===== src/rtl/hazard_ctrl.sv =====
// hazard_ctrl: stall/flush sequencing for the 5-stage pipeline.
// Covers load-use bubbles, redirect flushes, multi-cycle EX waits with a
// timeout, and data-memory wait states. All stall/flush outputs are
// combinational; only the multi-cycle tracker is registered.
// Optional build macro: HAZARD_PERF_CNT_EN adds perf_lu/perf_flush/perf_stall.
//
// Multi-cycle contract: mc_req_EX stays high while the op sits in EX.
// mc_done is a 1-cycle pulse. The op leaves EX at the edge that ends the
// mc_done cycle, or the abort cycle on timeout.
module hazard_ctrl #(
    parameter int MC_TIMEOUT = 64,
    parameter int CNT_W      = 7
) (
    input  logic             clk,
    input  logic             reset,
    input  logic [4:0]       rs1_ID,
    input  logic [4:0]       rs2_ID,
    input  logic             use_rs1_ID,
    input  logic             use_rs2_ID,
    input  logic             memread_EX,
    input  logic [4:0]       rd_EX,
    input  logic             redirect_EX,
    input  logic             mc_req_EX,
    input  logic             mc_done,
    input  logic             dmem_req_MEM,
    input  logic             dmem_ack,
    output logic             stall_IF,
    output logic             stall_ID,
    output logic             stall_EX,
    output logic             stall_MEM,
    output logic             flush_IFID,
    output logic             flush_IDEX,
    output logic             mc_abort,
    output logic             timeout_err,
    output logic             dbg_mc_state,
    output logic [CNT_W-1:0] dbg_mc_cnt
`ifdef HAZARD_PERF_CNT_EN
    ,
    output logic [31:0]      perf_lu,
    output logic [31:0]      perf_flush,
    output logic [31:0]      perf_stall
`endif
);

    localparam logic [0:0] ST_RUN     = 1'b0;
    localparam logic [0:0] ST_MC_WAIT = 1'b1;

    logic [0:0]       mc_state, next_state;
    logic [CNT_W-1:0] mc_cnt, next_cnt;
    logic             memwait, mcwait, lu_haz;
    logic             timeout_hit, abort_hit;

    // Hazard terms. A timeout releases the stall in the same cycle, like mc_done.
    always_comb begin
        memwait     = dmem_req_MEM & ~dmem_ack;
        timeout_hit = (mc_state == ST_MC_WAIT) & ~mc_done &
                      (mc_cnt == CNT_W'(MC_TIMEOUT - 1));
        abort_hit   = timeout_hit & ~memwait;
        mcwait      = ((mc_state == ST_RUN) & mc_req_EX) |
                      ((mc_state == ST_MC_WAIT) & ~mc_done & ~timeout_hit);
        lu_haz      = memread_EX & (rd_EX != 5'd0) &
                      ((use_rs1_ID & (rs1_ID == rd_EX)) |
                       (use_rs2_ID & (rs2_ID == rd_EX)));
    end

    // Prioritised stall/flush decode; everything is forced low during reset.
    always_comb begin
        stall_IF   = 1'b0;
        stall_ID   = 1'b0;
        stall_EX   = 1'b0;
        stall_MEM  = 1'b0;
        flush_IFID = 1'b0;
        flush_IDEX = 1'b0;
        mc_abort   = 1'b0;
        if (!reset) begin
            mc_abort = abort_hit;
            if (memwait) begin
                // Whole pipe frozen; redirect and load-use wait for the ack.
                stall_IF  = 1'b1;
                stall_ID  = 1'b1;
                stall_EX  = 1'b1;
                stall_MEM = 1'b1;
            end else if (mcwait) begin
                // EX/MEM keeps flowing; downstream valid logic makes the bubble.
                stall_IF = 1'b1;
                stall_ID = 1'b1;
                stall_EX = 1'b1;
            end else if (redirect_EX) begin
                // Wrong-path instructions in IF/ID and ID: load-use is moot.
                flush_IFID = 1'b1;
                flush_IDEX = 1'b1;
            end else if (lu_haz) begin
                stall_IF   = 1'b1;
                stall_ID   = 1'b1;
                flush_IDEX = 1'b1;
            end
        end
    end

    // Multi-cycle tracker next state; a memory wait freezes state and counter.
    always_comb begin
        next_state = mc_state;
        next_cnt   = mc_cnt;
        if (!memwait) begin
            case (mc_state)
                ST_RUN: begin
                    if (mc_req_EX) begin
                        next_state = ST_MC_WAIT;
                        next_cnt   = CNT_W'(1);
                    end
                end
                ST_MC_WAIT: begin
                    if (mc_done || timeout_hit) begin
                        next_state = ST_RUN;
                        next_cnt   = '0;
                    end else begin
                        next_cnt = mc_cnt + CNT_W'(1);
                    end
                end
                default: begin
                    next_state = ST_RUN;
                    next_cnt   = '0;
                end
            endcase
        end
    end

    // Tracker registers and the sticky timeout flag.
    always_ff @(posedge clk or posedge reset) begin
        if (reset) begin
            mc_state    <= ST_RUN;
            mc_cnt      <= '0;
            timeout_err <= 1'b0;
        end else begin
            mc_state <= next_state;
            mc_cnt   <= next_cnt;
            if (abort_hit) begin
                timeout_err <= 1'b1;
            end
        end
    end

    // State visibility for checkers.
    always_comb begin
        dbg_mc_state = mc_state[0];
        dbg_mc_cnt   = mc_cnt;
    end

`ifdef HAZARD_PERF_CNT_EN
    // Event counters, free-running and wrapping at 2^32.
    always_ff @(posedge clk or posedge reset) begin
        if (reset) begin
            perf_lu    <= '0;
            perf_flush <= '0;
            perf_stall <= '0;
        end else begin
            if (flush_IDEX && !flush_IFID) begin
                perf_lu <= perf_lu + 32'd1;
            end
            if (flush_IFID) begin
                perf_flush <= perf_flush + 32'd1;
            end
            if (stall_IF) begin
                perf_stall <= perf_stall + 32'd1;
            end
        end
    end
`endif

endmodule


===== config.mk =====
export PLATFORM = sky130hd
export DESIGN_NAME = hazard_ctrl
export DESIGN_NICKNAME = d
export VERILOG_FILES = /design/src/rtl/hazard_ctrl.sv
export SDC_FILE = /design/constraint.sdc
export NUM_CORES = 1
export LEC_CHECK = 0
export BUFFER_PORTS_ARGS = -buffer_cell sky130_fd_sc_hd__buf_2
export CAP_MARGIN = 20
export CORE_ASPECT_RATIO = 1.2
export CORE_MARGIN = 1.5
export CORE_UTILIZATION = 30
export CTS_CLUSTER_DIAMETER = 120
export DETAILED_ROUTE_END_ITERATION = 16
export PLACE_DENSITY = 0.6
export SYNTH_ARGS = -nofsm -noshare
export SYNTH_HDL_FRONTEND = slang
export SYNTH_SLANG_ARGS = --single-unit
export TNS_END_PERCENT = 100

===== constraint.sdc =====
create_clock -name clk -period 4.4 [get_ports clk]
set_input_delay 0.22 -clock clk [delete_from_list [all_inputs] [get_ports clk]]
set_output_delay 0.22 -clock clk [all_outputs]
set_load 0.005 [all_outputs]

**Yosys cells after proc, flatten, opt, wreduce, memory -nomap -nowiden**

Index checks and enable logic that the tools add are counted.

- Bits in registers: 9
- Output and inout port bits: 16

- $add $sub $neg: 1
- Eq/ne operators: 4
- Multiplexer cells: 25
- Bitwise operators: 17
- Reduce and logical (&&, ||, !) cells: 3

Operators by type and width:

| kind | count |
|---|---|
| $mux W1 | 21 |
| $mux W7 | 2 |
| $pmux W7 S2 | 1 |
| $and A1 B1 Y1 | 10 |
| $eq A5 B5 Y1 | 2 |
| $add A7 B1 Y7 const B | 1 |
| $eq A7 B6 Y1 const B | 1 |
| $not A1 Y1 | 5 |
| $reduce_bool A5 Y1 | 1 |
| $ne A2 B2 Y1 const B | 1 |
| $or A1 B1 Y1 | 2 |
| $pmux W1 S2 | 1 |
| $reduce_and A2 Y1 | 1 |
| $logic_or A1 B1 Y1 | 1 |

**Longest topological paths before layout**

- Depth after elaboration: 9
- Gate-level depth with buffers: 6
- Mapped depth without buffers: 5

**Worst setup path before layout**

Ideal clock, no wire load.

- Kind: reg-to-output
- From: register mc_cnt[0], in the netlist dbg_mc_cnt[0]
- To: output port stall_IF
- Arrival time: 1.571 ns
- Required time: 4.180 ns
- Path slack: 2.609 ns
- Cell stages (with the launch flop): 7
- Path through: dfrtp_1 -> ha_1 -> nand3_2 -> o31ai_2 -> a31oi_1 -> o21bai_1 -> buf_4

- Cells in the longest elaborated chain, start to end: 8

RTL lines:

| item | RTL line | text |
|---|---|---|
| start: declaration | 49 | `logic [CNT_W-1:0] mc_cnt, next_cnt;` |
| start signal: assignment | 136 | `mc_cnt <= next_cnt;` |
| $eq A7 B6 Y1 | 57 | `(mc_cnt == CNT_W'(MC_TIMEOUT - 1));` |
| $and A1 B1 Y1 | 56 | `timeout_hit = (mc_state == ST_MC_WAIT) & ~mc_done &` |
| $not A1 Y1 | 60 | `((mc_state == ST_MC_WAIT) & ~mc_done & ~timeout_hit);` |
| $and A1 B1 Y1 | 60 |  |
| $or A1 B1 Y1 | 59 | `mcwait = ((mc_state == ST_RUN) & mc_req_EX) \|` |
| $mux W1 (3 in series) | -- |  |
| end: declaration | 27 | `output logic stall_IF,` |

Every way passes these cells.

**Worst setup path after layout**

- From: register mc_cnt[0], in the netlist dbg_mc_cnt[0]
- To: output port stall_IF

- Cells in the longest elaborated chain, start to end: 8

RTL lines:

| item | RTL line | text |
|---|---|---|
| $eq A7 B6 Y1 | 57 |  |
| $and A1 B1 Y1 | 56 |  |
| $not A1 Y1 | 60 |  |
| $and A1 B1 Y1 | 60 |  |
| $or A1 B1 Y1 | 59 |  |
| $mux W1 | 83 | `end else if (mcwait) begin` |
| $mux W1 | 77 | `if (memwait) begin` |
| $mux W1 | 75 | `if (!reset) begin` |

Every way passes these cells.

==> flow_summary.html <==
<table>
<tr><th>Metric</th><th>Value</th></tr>
<tr><th colspan="2">Synthesis</th></tr>
<tr><td>Number of synthesized flops with an enable pin</td><td>0</td></tr>
<tr><td>Combinational family with the most area after synthesis</td><td>simple AND/OR/NAND/NOR gates</td></tr>
<tr><td>Fraction of the mapped netlist area in compound gates</td><td>24.1%</td></tr>
<tr><td>Number of storage elements in the synthesis netlist</td><td>9</td></tr>
<tr><td>Multiplexer share of the synthesized area</td><td>0%</td></tr>
<tr><td>Most frequent cell after synthesis</td><td>dfrtp_1</td></tr>
<tr><td>Fraction of synthesized cell area taken by the top area cell type</td><td>32.4%</td></tr>
<tr><td>Simple-gate share of the synthesized area</td><td>26.3%</td></tr>
<tr><td>Post-synthesis cell type with the largest combined area</td><td>dfrtp_1</td></tr>
<tr><td>Mapped cell area</td><td>696 µm²</td></tr>
<tr><td>Adder and majority gate portion of the synthesized area</td><td>1.80%</td></tr>
<tr><td>Average footprint of a synthesized cell</td><td>8.70 µm²</td></tr>
<tr><td>Cells after Synth</td><td>80</td></tr>
<tr><td>YS warnings</td><td>0</td></tr>
<tr><td>FFs w/ async S/R, synth</td><td>between 90% and 100%</td></tr>
<tr><td>Synth top area cells</td><td>dfrtp_1 32%, xor2_1 10%, o21ai_0 5.0%, a22o_1 3.8%, and3_1 3.6%</td></tr>
<tr><td>XOR/XNOR Fraction of Synth Area</td><td>about 13%</td></tr>
<tr><td>Part of the Yosys area used for sequential elements</td><td>32.4%</td></tr>
<tr><td>Commonest cells in the synthesized netlist</td><td>9 x dfrtp_1, 8 x xor2_1, 7 x o21ai_0</td></tr>
<tr><td>Number of nets in the synthesized netlist</td><td>between 100 and 150</td></tr>
<tr><td>Yosys cell types</td><td>35</td></tr>
<tr><td>Dominant synthesized flop cell</td><td>dfrtp_1</td></tr>
<tr><th colspan="2">Clock network</th></tr>
<tr><td>Number of buffers on the longest clock path</td><td>2</td></tr>
<tr><td>Number of gates resized after cts</td><td>0</td></tr>
<tr><td>Clock net sink count</td><td>9</td></tr>
<tr><td>Setup fix buffers added after clock tree synthesis</td><td>0</td></tr>
<tr><td>TritonCTS clock tree</td><td>yes</td></tr>
<tr><td>Hold buffer count at CTS</td><td>1</td></tr>
<tr><td>Total CTS buffers</td><td>3</td></tr>
<tr><td>CTS clock-pin slew for the worst setup and hold paths</td><td>approximately 60 ps</td></tr>
<tr><td>CTS Root Cell</td><td>clkbuf_4</td></tr>
<tr><td>Clock latency on the worst-skew pair</td><td>about 270 ps</td></tr>
<tr><td>Number of levels the H-tree was split into</td><td>1</td></tr>
<tr><th colspan="2">Power</th></tr>
<tr><td>Relative contribution of combinational cells to total power</td><td>32.5%</td></tr>
<tr><td>Power density relative to cell area</td><td>around 260 nW/µm²</td></tr>
<tr><td>Worst vdd rail ir drop</td><td>~0.17 mV</td></tr>
<tr><td>Reported net switching power</td><td>between 0.07 and 0.08 mW</td></tr>
<tr><td>Sequential power share</td><td>41.2%</td></tr>
<tr><td>Total Power Consumption</td><td>about 0.24 mW</td></tr>
<tr><td>Int Pwr</td><td>between 0.15 and 0.2 mW</td></tr>
<tr><td>Leak Pwr</td><td>0.502 nW</td></tr>
<tr><td>Switching share of power</td><td>32.3%</td></tr>
<tr><td>Part of the total power dissipated in the clock network</td><td>a little over a quarter</td></tr>
<tr><th colspan="2">Route</th></tr>
<tr><td>1st-pass router iterations</td><td>4</td></tr>
<tr><td>Detailed-route vias per instance</td><td>around 4.9</td></tr>
<tr><td>Iteration-0 DRC count of the detailed router</td><td>10</td></tr>
<tr><td>Routed wire length</td><td>around 1.9 mm</td></tr>
<tr><td>DRC</td><td>0</td></tr>
<tr><td>Average wire length per cell after detail routing</td><td>about 12 µm</td></tr>
<tr><td>Antenna Violating Nets Remaining</td><td>0</td></tr>
<tr><td>DR vias</td><td>748</td></tr>
<tr><th colspan="2">STA</th></tr>
<tr><td>Transition at the pin with the smallest max-transition slack</td><td>roughly 380 ps</td></tr>
<tr><td>Max Fclk</td><td>~460 MHz</td></tr>
<tr><td>Final worst path period need</td><td>around 2200 ps</td></tr>
<tr><td>RSZ-0062 raised after global routing</td><td>no</td></tr>
<tr><td>Final Cycle Share</td><td>between 40% and 50%</td></tr>
<tr><td>Setup TNS Final</td><td>0 ps</td></tr>
<tr><td>Setup violation total in the final timing report</td><td>0</td></tr>
<tr><td>Slew Limit Fails</td><td>0</td></tr>
<tr><td>Max Clock Skew</td><td>roughly 8.4 ps</td></tr>
<tr><td>Relative max-transition margin</td><td>around 75%</td></tr>
<tr><td>Number of failing hold endpoints at the final stage</td><td>0</td></tr>
<tr><td>Hold_ws</td><td>344 ps</td></tr>
<tr><td>Final worst slack</td><td>~2200 ps</td></tr>
<tr><th colspan="2">Finish</th></tr>
<tr><td>Nets</td><td>150</td></tr>
<tr><td>Post-synthesis to final-layout area growth</td><td>37.6%</td></tr>
<tr><td>Antenna diode instance count</td><td>0</td></tr>
<tr><td>Layout cell share with drive strength beyond 1</td><td>38.2%</td></tr>
<tr><td>Final non-filler cell total</td><td>153</td></tr>
<tr><th colspan="2">Worst setup path</th></tr>
<tr><td>Critical setup path kind</td><td>reg -&gt; out</td></tr>
<tr><td>CP Capture Type</td><td>output port</td></tr>
<tr><td>Worst path arrival time</td><td>approximately 1900 ps</td></tr>
<tr><td>Req. time, crit path</td><td>4180 ps</td></tr>
<tr><td>Critical Path Start Type</td><td>flop</td></tr>
<tr><td>Maximum fanout along the worst path</td><td>6</td></tr>
<tr><th colspan="2">Job</th></tr>
<tr><td>Number of max-capacitance violations reported</td><td>0</td></tr>
<tr><th colspan="2">Placed design</th></tr>
<tr><td>Post-place setup slack</td><td>roughly 2500 ps</td></tr>
<tr><td>HPWL after DPL</td><td>between 1.5 and 2 mm</td></tr>
<tr><td>RePlAce Congestion</td><td>roughly 0.82</td></tr>
<tr><td>Dpl cells</td><td>148</td></tr>
<tr><td>Port Buffer Count</td><td>40</td></tr>
<tr><th colspan="2">Worst hold path</th></tr>
<tr><td>Kind of path behind the tightest hold check</td><td>in -&gt; reg</td></tr>
<tr><th colspan="2">Floorplan</th></tr>
<tr><td>DIE HEIGHT</td><td>around 56 µm</td></tr>
<tr><td>Initial Util</td><td>about a third</td></tr>
<tr><td>Die Wd</td><td>roughly 47 µm</td></tr>
<tr><td>Boundary pin count</td><td>a little over 40</td></tr>
<tr><td>Die area</td><td>between 2000 and 3000 µm²</td></tr>
<tr><td>Core area</td><td>about 2100 µm²</td></tr>
<tr><td>Row count</td><td>18</td></tr>
<tr><th colspan="2">Global routing</th></tr>
<tr><td>Wire length of the first global-routing pass</td><td>around 2.8 mm</td></tr>
<tr><td>Aggregate global-route resource usage</td><td>around 15%</td></tr>
<tr><td>Maximum number of pins on one net before global-route repair</td><td>11</td></tr>
<tr><td>GRT overflow</td><td>0</td></tr>
<tr><td>Via count of the first global-routing pass</td><td>slightly above 700</td></tr>
<tr><td>Number of antenna violations at the first check in global routing</td><td>0</td></tr>
<tr><th colspan="2">Outcome</th></tr>
<tr><td>Result of the run</td><td>finished, final reports clean</td></tr>
</table>
==> per-layer routing <==
metal / track usage [%] / part of all wire, % / wire length [µm]
met5: 0 / 0 / 0
met4: 8.73 / 2.9 / 55
met3: 1.95 / 7.9 / 148
met2: 24.5 / 45 / 847
met1: 16.3 / 44 / 818
==> layout by cell type (no fill, tap or decap), types with 3 or more instances in the layout <==
cell type / instances
clkbuf_4: 3
dfrtp_1: 9
o21ai_0: 7
nand2_1: 6
nor2_1: 5
a22o_1: 3
xor2_1: 8
o21bai_1: 3
buf_2: 40
and3_1: 4
==> metrics by stage <==
stage | utilization [%] | instance area (µm²)
after floorplan | - | 696
after global placement | 43.5 | 921
after detailed placement | 43.5 | 921
after CTS | 45.2 | 957
after global routing | 45.2 | 957
final | 45.2 | 957
==> logic make-up after synthesis <==
family,Yosys count
xor gates and xnor gates,10
DFF,9
adders and majority gates,1
AOI/OAI and AO/OA,24
buffers and inverters,4
and+or+nand+nor,32
==> flip-flops by register name, indices dropped and copies added (netlist names) <==
register	count
timeout_err	1
dbg_mc_cnt	7
dbg_mc_state	1
==> power by group through the flow <==
stage                     Clock (mW)  Combinational, mW  Sequential, mW
after CTS                     0.0665             0.0807           0.101
after floorplan                    0             0.0454           0.101
final                         0.0643             0.0795           0.101
after global placement             0             0.0787           0.101
after global routing          0.0686             0.0876           0.102
after detailed placement           0             0.0792           0.102
==> worst max-delay path, cell delays in order (launching register included) <==
cell      delay [ps]
dfrtp_1          410
ha_1             240
nand3_2          130
o31ai_2          390
a31oi_1          160
o21bai_1         190
buf_2            140
==> area by class of cell <==
cell class | instances | area, µm²
clock buffer | 4 | 26.3
fill | 255 | 1160
inverter | 2 | 7.51
multi-input combinational | 67 | 450
sequential | 9 | 225
tap | 30 | 37.5
timing repair buffer | 41 | 210
==> final timing paths <==
check	end	slack, ps	start	cells after the start
hold reg to reg	timeout_err	470	timeout_err	1
min in group asynchronous	dbg_mc_state	500	reset	3
setup reg to reg	dbg_mc_cnt[3]	2740	dbg_mc_cnt[0]	5
hold / removal	dbg_mc_state	340	mc_done	3
setup / recovery	stall_IF	2240	dbg_mc_cnt[0]	6
max in group asynchronous	dbg_mc_cnt[4]	3630	reset	3
Note: power is estimated with default switching activity, not from simulation.
